$ cat config.mk
export PLATFORM = sky130hd
export DESIGN_NAME = div_rr_arbiter
export DESIGN_NICKNAME = d
export VERILOG_FILES = /design/src/rtl/div_pkg.sv /design/src/rtl/rr_pick.sv /design/src/rtl/div_rr_arbiter.sv
export SDC_FILE = /design/constraint.sdc
export NUM_CORES = 1
export LEC_CHECK = 0
export CAP_MARGIN = 20
export CORE_ASPECT_RATIO = 1.5
export CORE_MARGIN = 2
export CORE_UTILIZATION = 45
export CTS_BUF_LIST = sky130_fd_sc_hd__clkbuf_8
export DETAILED_ROUTE_END_ITERATION = 8
export DONT_BUFFER_PORTS = 1
export HOLD_SLACK_MARGIN = 0.05
export SLEW_MARGIN = 20
export SYNTH_ARGS = -nofsm -noshare
export SYNTH_HDL_FRONTEND = slang
export SYNTH_SLANG_ARGS = --single-unit
$ cat constraint.sdc
create_clock -name clk -period 4.4 [get_ports clk]
set_clock_uncertainty 0.2 [all_clocks]
set_input_delay 0.22 -clock clk [delete_from_list [all_inputs] [get_ports clk]]
set_output_delay 0.22 -clock clk [all_outputs]
set_load 0.1 [all_outputs]
$ cat src/rtl/div_pkg.sv
// Shared definitions for the divider round-robin arbiter.
// Latency: none (types and constants only).
// Backpressure: not applicable.
package div_pkg;

    localparam int DEF_N_REQ   = 4;
    localparam int DEF_DD_W    = 32;
    localparam int DEF_DV_W    = 16;
    localparam int DEF_Q_W     = 16;
    localparam int DEF_TMO_CYC = 255;

    // Sequencer states for the divider's four-phase go/done handshake.
    typedef enum logic [2:0] {
        IDLE    = 3'd0,
        GO_HI   = 3'd1,
        WAIT_DN = 3'd2,
        GO_LO   = 3'd3,
        RESP    = 3'd4
    } state_e;

endpackage

$ cat src/rtl/rr_pick.sv
// Round-robin pick: first requesting index strictly after ptr_i, modulo N_REQ.
// Latency: purely combinational.
// Backpressure: none; vld_o low when no request is present.
// Ports: req_i (request vector), ptr_i (last winner), win_o (winner index), vld_o (any request).
module rr_pick
    import div_pkg::*;
#(
    parameter int N_REQ = DEF_N_REQ
) (
    input  logic [N_REQ-1:0]         req_i,
    input  logic [$clog2(N_REQ)-1:0] ptr_i,
    output logic [$clog2(N_REQ)-1:0] win_o,
    output logic                     vld_o
);

    localparam int IDX_W = $clog2(N_REQ);

    int idx;

    // Scan from farthest to nearest so the nearest requester after ptr_i wins last.
    always_comb begin
        win_o = ptr_i;
        vld_o = 1'b0;
        idx   = 0;
        for (int k = N_REQ; k >= 1; k--) begin
            idx = (int'(ptr_i) + k) % N_REQ;
            if (req_i[IDX_W'(idx)]) begin
                win_o = IDX_W'(idx);
                vld_o = 1'b1;
            end
        end
    end

endmodule

$ cat src/rtl/div_rr_arbiter.sv
// Round-robin sharing of one go/done sequential divider among N_REQ clients; divide-by-zero short-circuit, per-phase timeout.
// Latency: grant to ack is one cycle for dv==0, otherwise 3 cycles plus the divider's own latency.
// Backpressure: requests are level and held until ack; new grants wait in IDLE until div_done is high.
// Ports: clk/rst_n; client side req, dd_in, dv_in, ack, q_out, dz_out, err_out, busy;
//        divider side div_go, div_dd, div_dv, div_done, div_q.
module div_rr_arbiter
    import div_pkg::*;
#(
    parameter int N_REQ   = DEF_N_REQ,
    parameter int DD_W    = DEF_DD_W,
    parameter int DV_W    = DEF_DV_W,
    parameter int Q_W     = DEF_Q_W,
    parameter int TMO_CYC = DEF_TMO_CYC
) (
    input  logic                  clk,
    input  logic                  rst_n,
    input  logic [N_REQ-1:0]      req,
    input  logic [N_REQ*DD_W-1:0] dd_in,
    input  logic [N_REQ*DV_W-1:0] dv_in,
    output logic [N_REQ-1:0]      ack,
    output logic [Q_W-1:0]        q_out,
    output logic                  dz_out,
    output logic                  err_out,
    output logic                  busy,
    output logic                  div_go,
    output logic [DD_W-1:0]       div_dd,
    output logic [DV_W-1:0]       div_dv,
    input  logic                  div_done,
    input  logic [Q_W-1:0]        div_q
);

    localparam int IDX_W = $clog2(N_REQ);
    localparam int TMO_W = $clog2(TMO_CYC + 1);
    localparam logic [TMO_W-1:0] TMO_LAST = TMO_W'(TMO_CYC);

    state_e             state_q, state_d;
    logic [IDX_W-1:0]   rr_ptr_q, rr_ptr_d;
    logic [IDX_W-1:0]   cur_id_q, cur_id_d;
    logic [DD_W-1:0]    dd_q, dd_d;
    logic [DV_W-1:0]    dv_q, dv_d;
    logic [Q_W-1:0]     res_q_q, res_q_d;      // quotient waiting to be presented
    logic               res_err_q, res_err_d;  // pending result came from a timeout
    logic [TMO_W-1:0]   tmo_q, tmo_d;
    logic [Q_W-1:0]     qo_q, qo_d;
    logic               dz_q, dz_d;
    logic               err_q, err_d;

    logic [IDX_W-1:0]   pick_win;
    logic               pick_vld;
    logic [DD_W-1:0]    dd_sel;
    logic [DV_W-1:0]    dv_sel;

    rr_pick #(.N_REQ(N_REQ)) u_pick (
        .req_i (req),
        .ptr_i (rr_ptr_q),
        .win_o (pick_win),
        .vld_o (pick_vld)
    );

    assign dd_sel = dd_in[int'(pick_win)*DD_W +: DD_W];
    assign dv_sel = dv_in[int'(pick_win)*DV_W +: DV_W];

    always_comb begin
        state_d   = state_q;
        rr_ptr_d  = rr_ptr_q;
        cur_id_d  = cur_id_q;
        dd_d      = dd_q;
        dv_d      = dv_q;
        res_q_d   = res_q_q;
        res_err_d = res_err_q;
        tmo_d     = tmo_q;
        qo_d      = qo_q;
        dz_d      = dz_q;
        err_d     = err_q;
        case (state_q)
            IDLE: begin
                // div_done low here means the divider still owes a previous (possibly aborted) op.
                if (pick_vld && div_done) begin
                    rr_ptr_d = pick_win;
                    cur_id_d = pick_win;
                    dd_d     = dd_sel;
                    dv_d     = dv_sel;
                    if (dv_sel == '0) begin
                        qo_d    = '0;
                        dz_d    = 1'b1;
                        err_d   = 1'b0;
                        state_d = RESP;
                    end else begin
                        tmo_d   = '0;
                        state_d = GO_HI;
                    end
                end
            end
            GO_HI: begin
                if (!div_done) begin
                    tmo_d   = '0;
                    state_d = WAIT_DN;
                end else if (tmo_q == TMO_LAST) begin
                    res_q_d   = '0;
                    res_err_d = 1'b1;
                    state_d   = GO_LO;
                end else begin
                    tmo_d = tmo_q + TMO_W'(1);
                end
            end
            WAIT_DN: begin
                if (div_done) begin
                    res_q_d   = div_q;
                    res_err_d = 1'b0;
                    state_d   = GO_LO;
                end else if (tmo_q == TMO_LAST) begin
                    res_q_d   = '0;
                    res_err_d = 1'b1;
                    state_d   = GO_LO;
                end else begin
                    tmo_d = tmo_q + TMO_W'(1);
                end
            end
            GO_LO: begin
                // Result registers load here so they change exactly in the ack cycle.
                qo_d    = res_q_q;
                dz_d    = 1'b0;
                err_d   = res_err_q;
                state_d = RESP;
            end
            RESP: begin
                state_d = IDLE;
            end
            default: begin
                state_d = IDLE;
            end
        endcase
    end

    always_ff @(posedge clk) begin
        if (!rst_n) begin
            state_q   <= IDLE;
            rr_ptr_q  <= IDX_W'(N_REQ - 1);
            cur_id_q  <= '0;
            dd_q      <= '0;
            dv_q      <= '0;
            res_q_q   <= '0;
            res_err_q <= 1'b0;
            tmo_q     <= '0;
            qo_q      <= '0;
            dz_q      <= 1'b0;
            err_q     <= 1'b0;
        end else begin
            state_q   <= state_d;
            rr_ptr_q  <= rr_ptr_d;
            cur_id_q  <= cur_id_d;
            dd_q      <= dd_d;
            dv_q      <= dv_d;
            res_q_q   <= res_q_d;
            res_err_q <= res_err_d;
            tmo_q     <= tmo_d;
            qo_q      <= qo_d;
            dz_q      <= dz_d;
            err_q     <= err_d;
        end
    end

    always_comb begin
        ack = '0;
        if (state_q == RESP) begin
            ack[cur_id_q] = 1'b1;
        end
    end

    assign div_go  = (state_q == GO_HI) || (state_q == WAIT_DN);
    assign busy    = (state_q != IDLE);
    assign div_dd  = dd_q;
    assign div_dv  = dv_q;
    assign q_out   = qo_q;
    assign dz_out  = dz_q;
    assign err_out = err_q;

endmodule

# Yosys cells after proc, flatten, opt, wreduce, memory -nomap -nowiden
# Index checks and enable logic that the tools add are counted.
[word_totals] register_bits=98 out_inout_bits=72 word_cells=99
[op_classes] add_sub_neg=5 n_lt_le_gt_ge=6 n_eq_ne=10 shift=2 mux=52 n_reduce_logical=13
[ops] operator="128-bit by 8-bit indexed part select with 32-bit output" n=1
[ops] operator="16-bit two-way mux" n=5
[ops] operator="16-bit one-hot mux with 2 select lines" n=2
[ops] operator="64-bit by 7-bit indexed part select with 16-bit output" n=1
[ops] operator="8-bit two-way mux" n=5
[ops] operator="8-bit one-hot mux with 3 select lines" n=1
[ops] operator="1-bit two-way mux" n=20
[ops] operator="16-bit zero test" n=1
[ops] operator="2-bit by 4-bit less-than comparator with 1-bit output, second input constant" n=4
[ops] operator="3-bit two-way mux" n=5
[ops] operator="3-bit one-hot mux with 4 select lines" n=1
[ops] operator="2-bit inequality test, second input constant" n=5
[ops] operator="8-bit by 1-bit adder with 8-bit output, second input constant" n=1
[ops] operator="1-bit binary-select mux with 2-bit select" n=4
[ops] operator="8-bit equality test, second input constant" n=1
[ops] operator="2-bit two-way mux" n=4
[ops] operator="3-bit by 2-bit equality test with 1-bit output, second input constant" n=2
[ops] operator="1-bit one-hot mux with 2 select lines" n=3
[ops] operator="3-bit nonzero test" n=2
[ops] operator="2-bit by 1-bit adder with 2-bit output, second input constant" n=2
[ops] operator="2-bit adder, second input constant" n=2
[ops] operator="4-bit two-way mux" n=1
[ops] operator="2-bit AND reduction" n=2
[ops] operator="4-bit AND reduction" n=1
[ops] operator="10 further kinds" n=12

# Longest topological paths before layout
[logic_depth] depth_word=13 mapped_depth=13 ltp_nobuf=8

# Hierarchy
# Synthesis repeated with hierarchy kept, for this count alone.
[unflattened] hier_cells=520 area_unflattened_um2=4918.5
[by_module_without_submodules] mod="div_rr_arbiter" n_inst=1 cells_per_inst=506 area_per_inst_um2=4835.9 seq_area_each_um2=1961.9
[by_module_without_submodules] mod="rr_pick" n_inst=1 cells_per_inst=14 area_per_inst_um2=82.6 seq_area_each_um2=0.0

# Worst setup path after synthesis
# No wires, ideal clock.
[synth_timing] path_type="register -> register" startpoint="reg state_q[1]" endpoint="reg tmo_q[5]" setup_time_ns=0.076 t_arrival_ns=3.253 required_ns=4.124 setup_slack_ns=0.872 stages_incl_launch_ff=7 n_path_buf=0 cell_sequence="dfxtp_1 > nand2b_1 > a21oi_1 > nor3b_1 > nand2b_1 > or3_1 > a21boi_0"
[synth_via] elab_chain_len=3
[synth_lines] element="start: declaration" line_no="div_rr_arbiter.sv:36" text="state_e state_q, state_d;"
[synth_lines] element="start signal: assignment" line_no="div_rr_arbiter.sv:149" text="state_q <= state_d;"
[synth_lines] element="3-bit by 2-bit equality test with 1-bit output, or another cell as far along" line_no="div_rr_arbiter.sv:75" text="case (state_q)"
[synth_lines] element="2-bit inequality test (no source line) / 3-bit nonzero test (equally long branches)"
[synth_lines] element="4-bit AND reduction (no source line)"
[synth_lines] element="end signal: assignment" line_no="div_rr_arbiter.sv:156" text="tmo_q <= tmo_d;"
[synth_lines] element="end: declaration" line_no="div_rr_arbiter.sv:43" text="logic [TMO_W-1:0] tmo_q, tmo_d;"
# Parallel ways exist; a longest one is shown, timed or not.
# A chain may end at the register's enable or synchronous reset.

# Worst setup path in the final report
[layout_timing] startpoint="reg rr_ptr_q[1]" endpoint="reg dd_q[15], in the netlist div_dd[15]"
[layout_via] elab_chain_len=10
[layout_lines] element="start: declaration" line_no="div_rr_arbiter.sv:37" text="logic [IDX_W-1:0] rr_ptr_q, rr_ptr_d;"
[layout_lines] element="start signal: assignment" line_no="div_rr_arbiter.sv:138" text="rr_ptr_q <= IDX_W'(N_REQ - 1);"
[layout_lines] element="start signal: assignment" line_no="div_rr_arbiter.sv:150" text="rr_ptr_q <= rr_ptr_d;"
[layout_lines] element="branches (longest 10 deep; another with 2-bit by 1-bit adder with 2-bit output)"
[layout_lines] element="end signal: assignment" line_no="div_rr_arbiter.sv:140" text="dd_q <= '0;"
[layout_lines] element="end signal: assignment" line_no="div_rr_arbiter.sv:152" text="dd_q <= dd_d;"
[layout_lines] element="end: declaration" line_no="div_rr_arbiter.sv:39" text="logic [DD_W-1:0] dd_q, dd_d;"
# Several ways; the timed one is not identified. The select of a mux whose other input is x is not followed.

==> results.toml <==
[floorplan]
io_pins = 287
die_x_um = 95.4
row_count = 50
die-area_mm2 = 0.0135
core_mm2 = 0.0124
die_h_um = 141
initial_utilization_pct = 45.5

[clocking]
numCtsBuffers = 9
ctsResizeCount = 0
cts_num_sinks = 98
post_cts_buffers = 0
clock_latency_ps = 370
clk_pin_slew_ps = 110
clockBufferDepth = 2
cts_tree = "done"
cts-hold-fix-buffers = 118
htreeDepth = 3
ctsRootBufferMaster = "clkbuf_8"

[sta]
setup_viol = 0
fin_tns_setup_ps = 0
relSlewSlack_pct = 25.8
fin_crit_ps = 3900
hold_ws_ps = 71.2
period_share_pct = 88.7
rsz0062_at_grt = "false"
fmax_mhz = 256
worst_slack_ps = 499
finalHoldViolCount = 0
drv_slew = 0
worstMarginPinSlew_ps = 1110

[critical_path]
path_class = "reg2reg"
r2r-start = "rr_ptr_q[1]"
startpoint = "rr_ptr_q[1]"
crit_arrival_ps = 4010
max_stage_delay_ps = 680
crit_family = "buffers and inverters"
cp-start-kind = "flop"
cp-end-kind = "flop"
crit_slowest_cell = "and2_4"
cp_max_fo = 66
required_ps = 4510
critPathBufInv = 2
crit_chain = "or3b_1 -> o31a_2 -> and2_4 -> nand2_1 -> nand3_1 -> dlygate4sd3_1 -> nand3_1 -> dlygate4sd3_1 -> a21oi_1"

[cells_and_area]
synthToLayoutAreaGrowth_pct = 26.4
fin_cells = 1012
fin_area_mm2 = 0.00713
nFillCells = 1077
fin_nets = 1065
utilization_pct = 57.5
layout-drive-gt1-share_pct = 6.67

[global_route]
grt_overflow = 0
grt.total_usage_pct = 27.4
grt_pass1_wl_mm = 29.1
grt_start_max_net_pins = 67
antenna_found_initial = 2
grt_pass1_vias = 5905

[worst_hold_path]
worst_hold_startpoint = "dv_in[41]"
min_path_type = "in2reg"

[drt]
routedWlPerCell_um = 18.7
via_count = 6041
viasPerCell = 5.97
dr.pass1.iters = 5
finalWirelength_mm = 19.0
drc = 0
initialDrtViolationCount = 262
ant_nets = 0

[synthesis]
ys_seq_elements = 98
yosysWarnings = 0
syn_nets = 988
ys_seq_area_share_pct = 34.8
synth_most_common_cell = "nand2_1"
yosysUniqueCellTypes = 52
syn_area_per_cell_um2 = 7.30
synth_edf_count = 0
synth_top_area_share_pct = 34.8
synth_common_cells = "196 x nand2_1, 101 x nand3_1, 98 x dfxtp_1"
yosys.area.top_type = "dfxtp_1"
synth.area.top_cells = "dfxtp_1 35%, nand2_1 13%, nand3_1 9.0%, a32oi_1 3.7%, a211oi_1 3.5%"
syn_inst = 772
async_flop_share_pct = 0
synth_ff_type = "dfxtp_1"
syn-cell-area_mm2 = 0.00564

[placed_design]
hpwl_mm = 12.6
pre_cts_ws_ps = 722
place_congestion = 0.972
portBuffers = 0
dpl-instance-area_mm2 = 0.00572
dp_cells = 876

[pwr]
powerDensity_mw_per_mm2 = 386
finalPower_mw = 2.75
vdd_drop_max_mv = 0.191
p_leak_nw = 2.72

[outcome]
outcome = "finished clean"

[flow_run]
maxCapViolations = 0
==> state kept, by name, indices dropped and copies added (netlist names) <==
name,cells
rr_ptr_q,2
dz_out,1
q_out,16
state_q,3
res_err_q,1
cur_id_q,2
div_dd,32
div_dv,16
err_out,1
res_q_q,16
tmo_q,8
==> metal layers <==
| metal | routed length, um | part of all wire [%] | up-vias | global-route usage (%) |
|---|---|---|---|---|
| li1 | - | - | 2885 | - |
| met1 | 6970 | 37 | 2803 | 29.8 |
| met2 | 9640 | 51 | 291 | 48.3 |
| met3 | 1430 | 7.5 | 62 | 6.20 |
| met4 | 914 | 4.8 | 0 | 14.4 |
| met5 | 0 | 0 | - | 0 |
==> worst reg2reg max path: stages, from the launching register on <==
cell and delay, ps:
dfxtp_1 540, or3b_1 170, o31a_2 550, and2_4 690, nand2_1 180, nand3_1 120
dlygate4sd3_1 580, nand3_1 90, dlygate4sd3_1 630, a21oi_1 110
==> placed cells by master, fill, tap and decap left out, types with 4 or more instances in the layout <==
master,n
a2111oi_2,4
a211o_1,8
a211oi_1,26
a21boi_0,19
a21oi_1,34
a22oi_1,16
a31o_2,4
a32o_1,17
a32oi_1,24
and2_1,14
and3_1,9
buf_4,13
clkbuf_8,9
dfxtp_1,98
dlygate4sd3_1,117
inv_1,31
mux2i_1,12
nand2_1,195
nand2b_1,4
nand3_1,101
nor2_1,13
nor2b_1,18
nor3_1,4
nor3_2,4
o21ai_0,9
==> path summary, 6_finish.rpt <==
check / slack (ps) / cells after the start / to
worst min-delay path: 70 / 3 / div_dv[9]
worst max-delay path: 500 / 9 / div_dd[15]
worst min register to register: 280 / 1 / q_out[3]
worst max register to register: 500 / 9 / div_dd[15]
==> cells by family (layout without fill, tap and decap cells) <==
kind of cell / after synthesis / after routing / share of synthesized area [%]
and+or+nand+nor: 381 / 381 / 31.1
AOI/OAI and AO/OA: 178 / 178 / 24.0
DFF: 98 / 98 / 34.8
buffers and inverters: 98 / 180 / 7.21
muxes: 12 / 12 / 2.13
xor gates and xnor gates: 4 / 4 / 0.622
adders and majority gates: 1 / 1 / 0.222
other: 0 / 2 / 0
==> power by group <==
| part | internal (mW) | leakage, nW | switching [mW] |
|---|---|---|---|
| Combinational | 0.354 | 1.81 | 0.445 |
| Sequential | 0.944 | 0.798 | 0.413 |
| Clock | 0.226 | 0.103 | 0.369 |
| Total | 1.52 | 2.72 | 1.23 |
==> cell type report <==
type | instances | area (um^2) | area share (%)
Multi-Input combinational cell | 576 | 3300 | 46.3
Sequential cell | 98 | 1960 | 27.5
Timing Repair Buffer | 133 | 1340 | 18.9
Tap cell | 156 | 195 | 2.74
Clock buffer | 9 | 124 | 1.74
Inverter | 31 | 116 | 1.63
Clock inverter | 7 | 81.3 | 1.14
Antenna cell | 2 | 5.00 | 0.0702
No activity file was read; power rests on OpenSTA's default activity.
